**src/rtl/rom_port_arbiter.sv**
```systemverilog
// Shares the single-port, 1-cycle-latency ROM between instruction fetch and data loads.
// Optional build macro ROM_ARB_PERF_EN adds 32-bit grant/conflict performance counters.
module rom_port_arbiter #(
  parameter int ADDR_W     = 32,
  parameter int DATA_W     = 32,
  parameter int STARVE_MAX = 4
) (
  input  logic              clk,
  input  logic              rst,
  input  logic              if_req,
  input  logic [ADDR_W-1:0] if_addr,
  input  logic              if_flush,
  output logic              if_gnt,
  output logic              if_rvalid,
  output logic [DATA_W-1:0] if_rdata,
  input  logic              dm_req,
  input  logic [ADDR_W-1:0] dm_addr,
  output logic              dm_gnt,
  output logic              dm_rvalid,
  output logic [DATA_W-1:0] dm_rdata,
  output logic              dm_err,
`ifdef ROM_ARB_PERF_EN
  output logic [31:0]       perf_if_gnt,
  output logic [31:0]       perf_dm_gnt,
  output logic [31:0]       perf_conflict,
`endif
  output logic              rom_en,
  output logic [3:0]        rom_write_en,
  output logic [ADDR_W-1:0] rom_addr,
  input  logic [DATA_W-1:0] rom_read_data
);

  typedef enum logic [1:0] {
    TAG_NONE  = 2'd0,
    TAG_IF    = 2'd1,
    TAG_DM    = 2'd2,
    TAG_DMERR = 2'd3
  } tag_e;

  localparam logic [3:0] STARVE_LIM = 4'(STARVE_MAX);

  tag_e              tag_q, tag_d;
  logic [3:0]        starve_q, starve_d;
  logic [DATA_W-1:0] if_rdata_q, dm_rdata_q;
  logic              dm_misaligned;
  logic              unused_if_low;

  assign rom_write_en  = 4'b0000;
  assign dm_misaligned = (dm_addr[1:0] != 2'b00);
  // Instruction fetches always return the aligned word, so the byte offset is dropped.
  assign unused_if_low = ^if_addr[1:0];

  always_comb begin
    if_gnt   = 1'b0;
    dm_gnt   = 1'b0;
    rom_en   = 1'b0;
    rom_addr = '0;
    tag_d    = TAG_NONE;
    starve_d = starve_q;
    if (!rst) begin
      if_gnt = if_req && (!dm_req || (starve_q == STARVE_LIM));
      dm_gnt = dm_req && !if_gnt;
      if (if_gnt) begin
        rom_en   = 1'b1;
        rom_addr = {if_addr[ADDR_W-1:2], 2'b00};
        tag_d    = TAG_IF;
      end else if (dm_gnt) begin
        if (dm_misaligned) begin
          tag_d = TAG_DMERR;
        end else begin
          rom_en   = 1'b1;
          rom_addr = {dm_addr[ADDR_W-1:2], 2'b00};
          tag_d    = TAG_DM;
        end
      end
      if (if_gnt || !if_req) begin
        starve_d = 4'd0;
      end else if (starve_q != STARVE_LIM) begin
        starve_d = starve_q + 4'd1;
      end
    end
  end

  // Response side: the tag registered at grant steers the ROM data one cycle later.
  always_comb begin
    if_rvalid = 1'b0;
    dm_rvalid = 1'b0;
    dm_err    = 1'b0;
    if_rdata  = '0;
    dm_rdata  = '0;
    if (!rst) begin
      if_rvalid = (tag_q == TAG_IF) && !if_flush;
      dm_rvalid = (tag_q == TAG_DM) || (tag_q == TAG_DMERR);
      dm_err    = (tag_q == TAG_DMERR);
      if_rdata  = if_rvalid ? rom_read_data : if_rdata_q;
      case (tag_q)
        TAG_DM:    dm_rdata = rom_read_data;
        TAG_DMERR: dm_rdata = '0;
        default:   dm_rdata = dm_rdata_q;
      endcase
    end
  end

  always_ff @(posedge clk) begin
    if (rst) begin
      tag_q      <= TAG_NONE;
      starve_q   <= 4'd0;
      if_rdata_q <= '0;
      dm_rdata_q <= '0;
    end else begin
      tag_q      <= tag_d;
      starve_q   <= starve_d;
      if_rdata_q <= if_rdata;
      dm_rdata_q <= dm_rdata;
    end
  end

`ifdef ROM_ARB_PERF_EN
  logic [31:0] perf_if_q, perf_dm_q, perf_cf_q;

  always_ff @(posedge clk) begin
    if (rst) begin
      perf_if_q <= '0;
      perf_dm_q <= '0;
      perf_cf_q <= '0;
    end else begin
      perf_if_q <= perf_if_q + {31'd0, if_gnt};
      perf_dm_q <= perf_dm_q + {31'd0, dm_gnt};
      perf_cf_q <= perf_cf_q + {31'd0, (if_req && dm_req)};
    end
  end

  assign perf_if_gnt   = perf_if_q;
  assign perf_dm_gnt   = perf_dm_q;
  assign perf_conflict = perf_cf_q;
`endif

endmodule
```
**config.mk**
```make
export PLATFORM = sky130hd
export DESIGN_NAME = rom_port_arbiter
export DESIGN_NICKNAME = d
export VERILOG_FILES = /design/src/rtl/rom_port_arbiter.sv
export SDC_FILE = /design/constraint.sdc
export NUM_CORES = 1
export LEC_CHECK = 0
export BUFFER_PORTS_ARGS = -buffer_cell sky130_fd_sc_hd__buf_2
export CAP_MARGIN = 20
export CORE_ASPECT_RATIO = 0.7
export CORE_MARGIN = 3
export CORE_UTILIZATION = 43
export CTS_CLUSTER_DIAMETER = 60
export DETAILED_ROUTE_END_ITERATION = 6
export PLACE_DENSITY = 0.81
export SETUP_SLACK_MARGIN = 0.1
export SYNTH_ARGS = -nofsm -noshare
export SYNTH_HDL_FRONTEND = slang
export SYNTH_SLANG_ARGS = --single-unit
```
**constraint.sdc**
```tcl
create_clock -name clk -period 2.65 [get_ports clk]
set_clock_uncertainty 0.05 [all_clocks]
set_input_delay 0.53 -clock clk [delete_from_list [all_inputs] [get_ports clk]]
set_output_delay 0.53 -clock clk [all_outputs]
set_load 0.005 [all_outputs]
```
## Yosys cells after proc, flatten, opt, wreduce, memory -nomap -nowiden

Index checks and enable logic that the tools add are counted.

| storage, ports and cells | value |
|---|---|
| output and inout port bits | 106 |
| register bits | 70 |
| input port bits | 101 |
| word-level logic and storage cells | 45 |

| operators by class | value |
|---|---|
| eq/ne operators | 5 |
| add/subtract/negate cells | 1 |
| reduce and logical (&&, ||, !) cells | 13 |
| multiplexer cells | 20 |
| bitwise logic cells | 1 |

Operators with widths:

| kind | count |
|---|---|
| $mux W32 | 7 |
| $pmux W32 S2 | 1 |
| $mux W1 | 12 |
| $add A4 B1 Y4 const B | 1 |
| $eq A2 B2 Y1 const B | 2 |
| $eq A4 B3 Y1 const B | 1 |
| $logic_not A1 Y1 | 4 |
| $ne A4 B3 Y1 const B | 1 |
| $logic_and A1 B1 Y1 | 3 |
| $logic_or A1 B1 Y1 | 3 |
| $reduce_or A3 Y1 | 1 |
| $eq A2 B1 Y1 const B | 1 |
| $reduce_bool A2 Y1 | 1 |
| $reduce_or A2 Y1 | 1 |
| $not A1 Y1 | 1 |

## Logic depth before layout (Yosys ltp)

| logic depth | value |
|---|---|
| word-level depth | 8 |
| depth in mapped cells | 6 |
| depth with buffers taken out | 5 |

## Least setup slack after synthesis

OpenSTA, ideal clock, no wires.

| timing path | value |
|---|---|
| path type | input-to-output |
| start | input port dm_addr[1] |
| end | output port rom_addr[10] |
| buffers on the path | 1 |
| data arrival time | 1.484 ns |
| required time | 2.070 ns |
| path slack | 0.586 ns |
| cell stages on the path | 4 |
| path through | or2_2 > nor4b_4 > buf_6 > a22o_1 |

| between the ends | value |
|---|---|
| word-level cells in the longest chain between the ends | 5 |

RTL lines:

| element | RTL line | RTL |
|---|---|---|
| start: declaration | 17 | `input logic [ADDR_W-1:0] dm_addr,` |
| $reduce_bool A2 Y1 | 49 | `assign dm_misaligned = (dm_addr[1:0] != 2'b00);` |
| $mux W32 | 68 | `if (dm_misaligned) begin` |
| $mux W32 | 67 | `end else if (dm_gnt) begin` |
| $mux W32 | 63 | `if (if_gnt) begin` |
| $mux W32 | 60 | `if (!rst) begin` |
| end: declaration | 29 | `output logic [ADDR_W-1:0] rom_addr,` |

No other way between the ends.

## Worst setup path after layout

| timing path | value |
|---|---|
| start | register starve_q[0] |
| end | output port rom_addr[29] |

| between the ends | value |
|---|---|
| word-level cells in the longest chain between the ends | 8 |

RTL lines:

| element | RTL line | RTL |
|---|---|---|
| start: declaration | 43 | `logic [3:0] starve_q, starve_d;` |
| start signal: assignment | 112 | `starve_q <= starve_d;` |
| $eq A4 B3 Y1 (*) | 61 | `if_gnt = if_req && (!dm_req \|\| (starve_q == STARVE_LIM));` |
| $logic_or A1 B1 Y1 (*) | 61 |  |
| $logic_and A1 B1 Y1 (*) | 61 |  |
| $logic_not A1 Y1 | 62 | `dm_gnt = dm_req && !if_gnt;` |
| $logic_and A1 B1 Y1 | 62 |  |
| $mux W32 | 67 |  |
| $mux W32 (*) | 63 |  |
| $mux W32 (*) | 60 |  |

Mark *: on every way between the ends. The rest lies on a longest branch, timed or not.

==> impl_metrics.csv <==
group,metric,value,unit
run_status,status,"complete, no violations",
cts,cts_max_path_buffers,2,
setup_path,path_max_fanout,8,
cts,numCtsBuffers,9,
synth,synthArstFlopShare,0,
floorplanning,io_pins,207,
synth,yosysSeqAreaShare,0.428,
place,place_area,0.00430,mm2
floorplanning,die_h,79.0,um
global_route,met3_usage,0.0682,
synth,yosys-top-cells-area,"dfxtp_1, a21oi_1, a22o_1",
final_layout,drive_gt1_frac,0.393,
timing,drv_slew,0,
floorplanning,dieArea,0.00871,mm2
routing,viasPerCell,5.03,
run,max_cap_viol_count,0,
floorplanning,num_rows,25,
routing,wl,10.4,mm
routing,drcViolationCount,0,
timing,worst_pin_slew,0.591,ns
cts,clk_pin_slew,0.07,ns
timing,rsz0062_at_grt,"true",
hold_path,hold_depth,2,
timing,slew-limit-headroom,0.606,
cts,cts_tree,"done",
routing,wire_per_inst,14.5,um
synth,synth_warnings,0,
place,io_buffers,198,
hold_path,min_from,"rst",
setup_path,cp.required,2.07,ns
routing,vias,3606,
synth,netlist_top_cells_count,"a21oi_1, dfxtp_1, nand2_1, nor2_1, nor2b_1",
final_layout,area.growth.synth_to_final,40.3,%
place,place.gp.congestion,0.881,
global_route,grt_max_degree,65,
global_route,grt_pass1_wl,16.1,mm
routing,ant_nets,0,
global_route,antenna_found_initial,1,
setup_path,r2r_slack,1.23,ns
setup_path,critPathLaunchType,"flip-flop",
synth,ys_seq_elements,70,
floorplanning,start_util,0.463,
place,hpwl,7.80,mm
floorplanning,core,0.00707,mm2
hold_path,whs_endpoint,"tag_q[1]",
setup_path,cp.arrival,2.00,ns
synth,yosysMostFrequentCell,"a21oi_1",
cts,worst_skew_pair.late_latency,0.33,ns
setup_path,startpoint,"starve_q[0]",
timing,fin_crit,2.58,ns
timing,hold_viol,0,
setup_path,end_kind,"output port",
global_route,grtUsageMet1,0.335,
pwr,vdd_drop_max,0.000298,V
cts,root_buffer,"clkbuf_8",
hold_path,min_path_type,"input port to flip-flop",
cts,cts_sinks,70,
synth,syn_inst,427,
floorplanning,die_w,110,um
synth,synth_enable_flop_cells,0,
setup_path,timing.rr.start,"tag_q[1]",
routing,drtIter0Drc,280,
global_route,overflow,0,
global_route,gr-max-usage-layer,"met2",
global_route,grt_use_met2,0.363,
synth,yosys.area.top_type,"dfxtp_1",
pwr,p_total,2.32,mW
pwr,power_density,505,mW/mm2
final_layout,n_antenna_cell,0,
routing,drt_pass1_iterations,4,
final_layout,postLayoutCoreUtil,0.650,
cts,cts_hold_buffers,0,
setup_path,worstSetupPathType,"flip-flop to output port",
final_layout,stdcell_area,0.00459,mm2
timing,setup_viol_count_final,0,
timing,fmax,388,MHz
synth,synth_area,0.00327,mm2
global_route,grt_usage,0.237,
cts,cts_max_level,3,
setup_path,reg2reg_to,"dm_rdata_q[7]",
pwr,leakagePower,2.31,nW
final_layout,final_nets,721,
global_route,grt_pass1_vias,3210,
timing,post-route-period-util,0.973,
synth,synth_ff_type,"dfxtp_1",
synth,postSynthAreaPerCell,7.67,um2
synth,synthDistinctLibCells,29,
synth,synth_top_area_frac,0.428,
setup_path,reg2regPathDepth,5,
## layout by cell type, fill, tap and decap left out, types with 2 or more instances in the layout
master,synthesis,routed
buf_6,3,3
nor3b_1,2,2
clkinvlp_4,0,2
nand2_1,65,65
a21oi_1,96,96
nor3_1,4,4
nor2b_1,34,33
inv_2,0,2
buf_4,6,14
buf_2,14,197
clkbuf_8,0,9
dfxtp_2,0,3
conb_1,1,6
clkinv_2,0,2
nor2_1,65,65
dfxtp_1,70,67
a22o_1,30,30
## worst max-delay path, cell delays in order (launching register included)
cell,delay [ns]
dfxtp_2,0.34
inv_2,0.04
ha_4,0.15
and4b_4,0.20
nor4b_4,0.35
bufbuf_16,0.34
a22o_1,0.13
buf_2,0.11
## through the flow
step           std cells  hold slack [ns]  worst slack (ns)  setup TNS [ns]
5_1_grt              717            0.370           -0.0280         -0.0893
6_report             717            0.389            0.0722               0
4_1_cts              717            0.366            0.0393               0
3_3_place_gp         695            0.400             0.313               0
3_5_place_dp         695            0.407             0.298               0
2_1_floorplan        432            0.394             0.586               0
## cell type report
cell class              count  area, um2
clock buffers               9        124
clock inverters             7       72.6
fillers                   639       2480
inverters                   3       11.3
multi-input cells         318       1690
flip-flops and latches     70       1410
well taps                  94        118
repair buffers            216       1180
## metal layers
| layer | wire length [um] | vias up |
|---|---|---|
| li1 | - | 1799 |
| met1 | 4940 | 1686 |
| met2 | 4660 | 109 |
| met3 | 728 | 10 |
| met4 | 51 | 2 |
| met5 | 7 | - |
## flip-flops by register name, indices dropped and copies added, names as in the netlist
signal and cells:
dm_rdata_q 32, if_rdata_q 32, starve_q 4, tag_q 2
## worst max path at each step
stage | endpoint | cells past startpoint
2_1_floorplan | rom_addr[10] | 4
3_3_place_gp | rom_addr[13] | 6
3_5_place_dp | rom_addr[13] | 6
4_1_cts | rom_addr[29] | 7
5_1_grt | rom_addr[25] | 7
6_report | rom_addr[29] | 7
## repair_timing
item,in CTS,in global routing
buffers inserted,4,0
endpoints found under the setup margin,32,24
gates resized for setup,7,2
pin swaps,16,4
cloned,2,0
## cells by family after synthesis
kind of cell | synth area share
simple gates | 0.256
xor+xnor | 0.00535
flops | 0.428
fa+ha+maj | 0.00764
other cells | 0.00115
buf+inv | 0.0695
compound gates | 0.232
## where the power goes
group	internal, mW	switching [mW]	total (mW)
Sequential	1.09	0.0119	1.10
Clock	0.435	0.405	0.840
Combinational	0.172	0.203	0.375
Total	1.70	0.619	2.32
(Power assumes the default switching activity.)
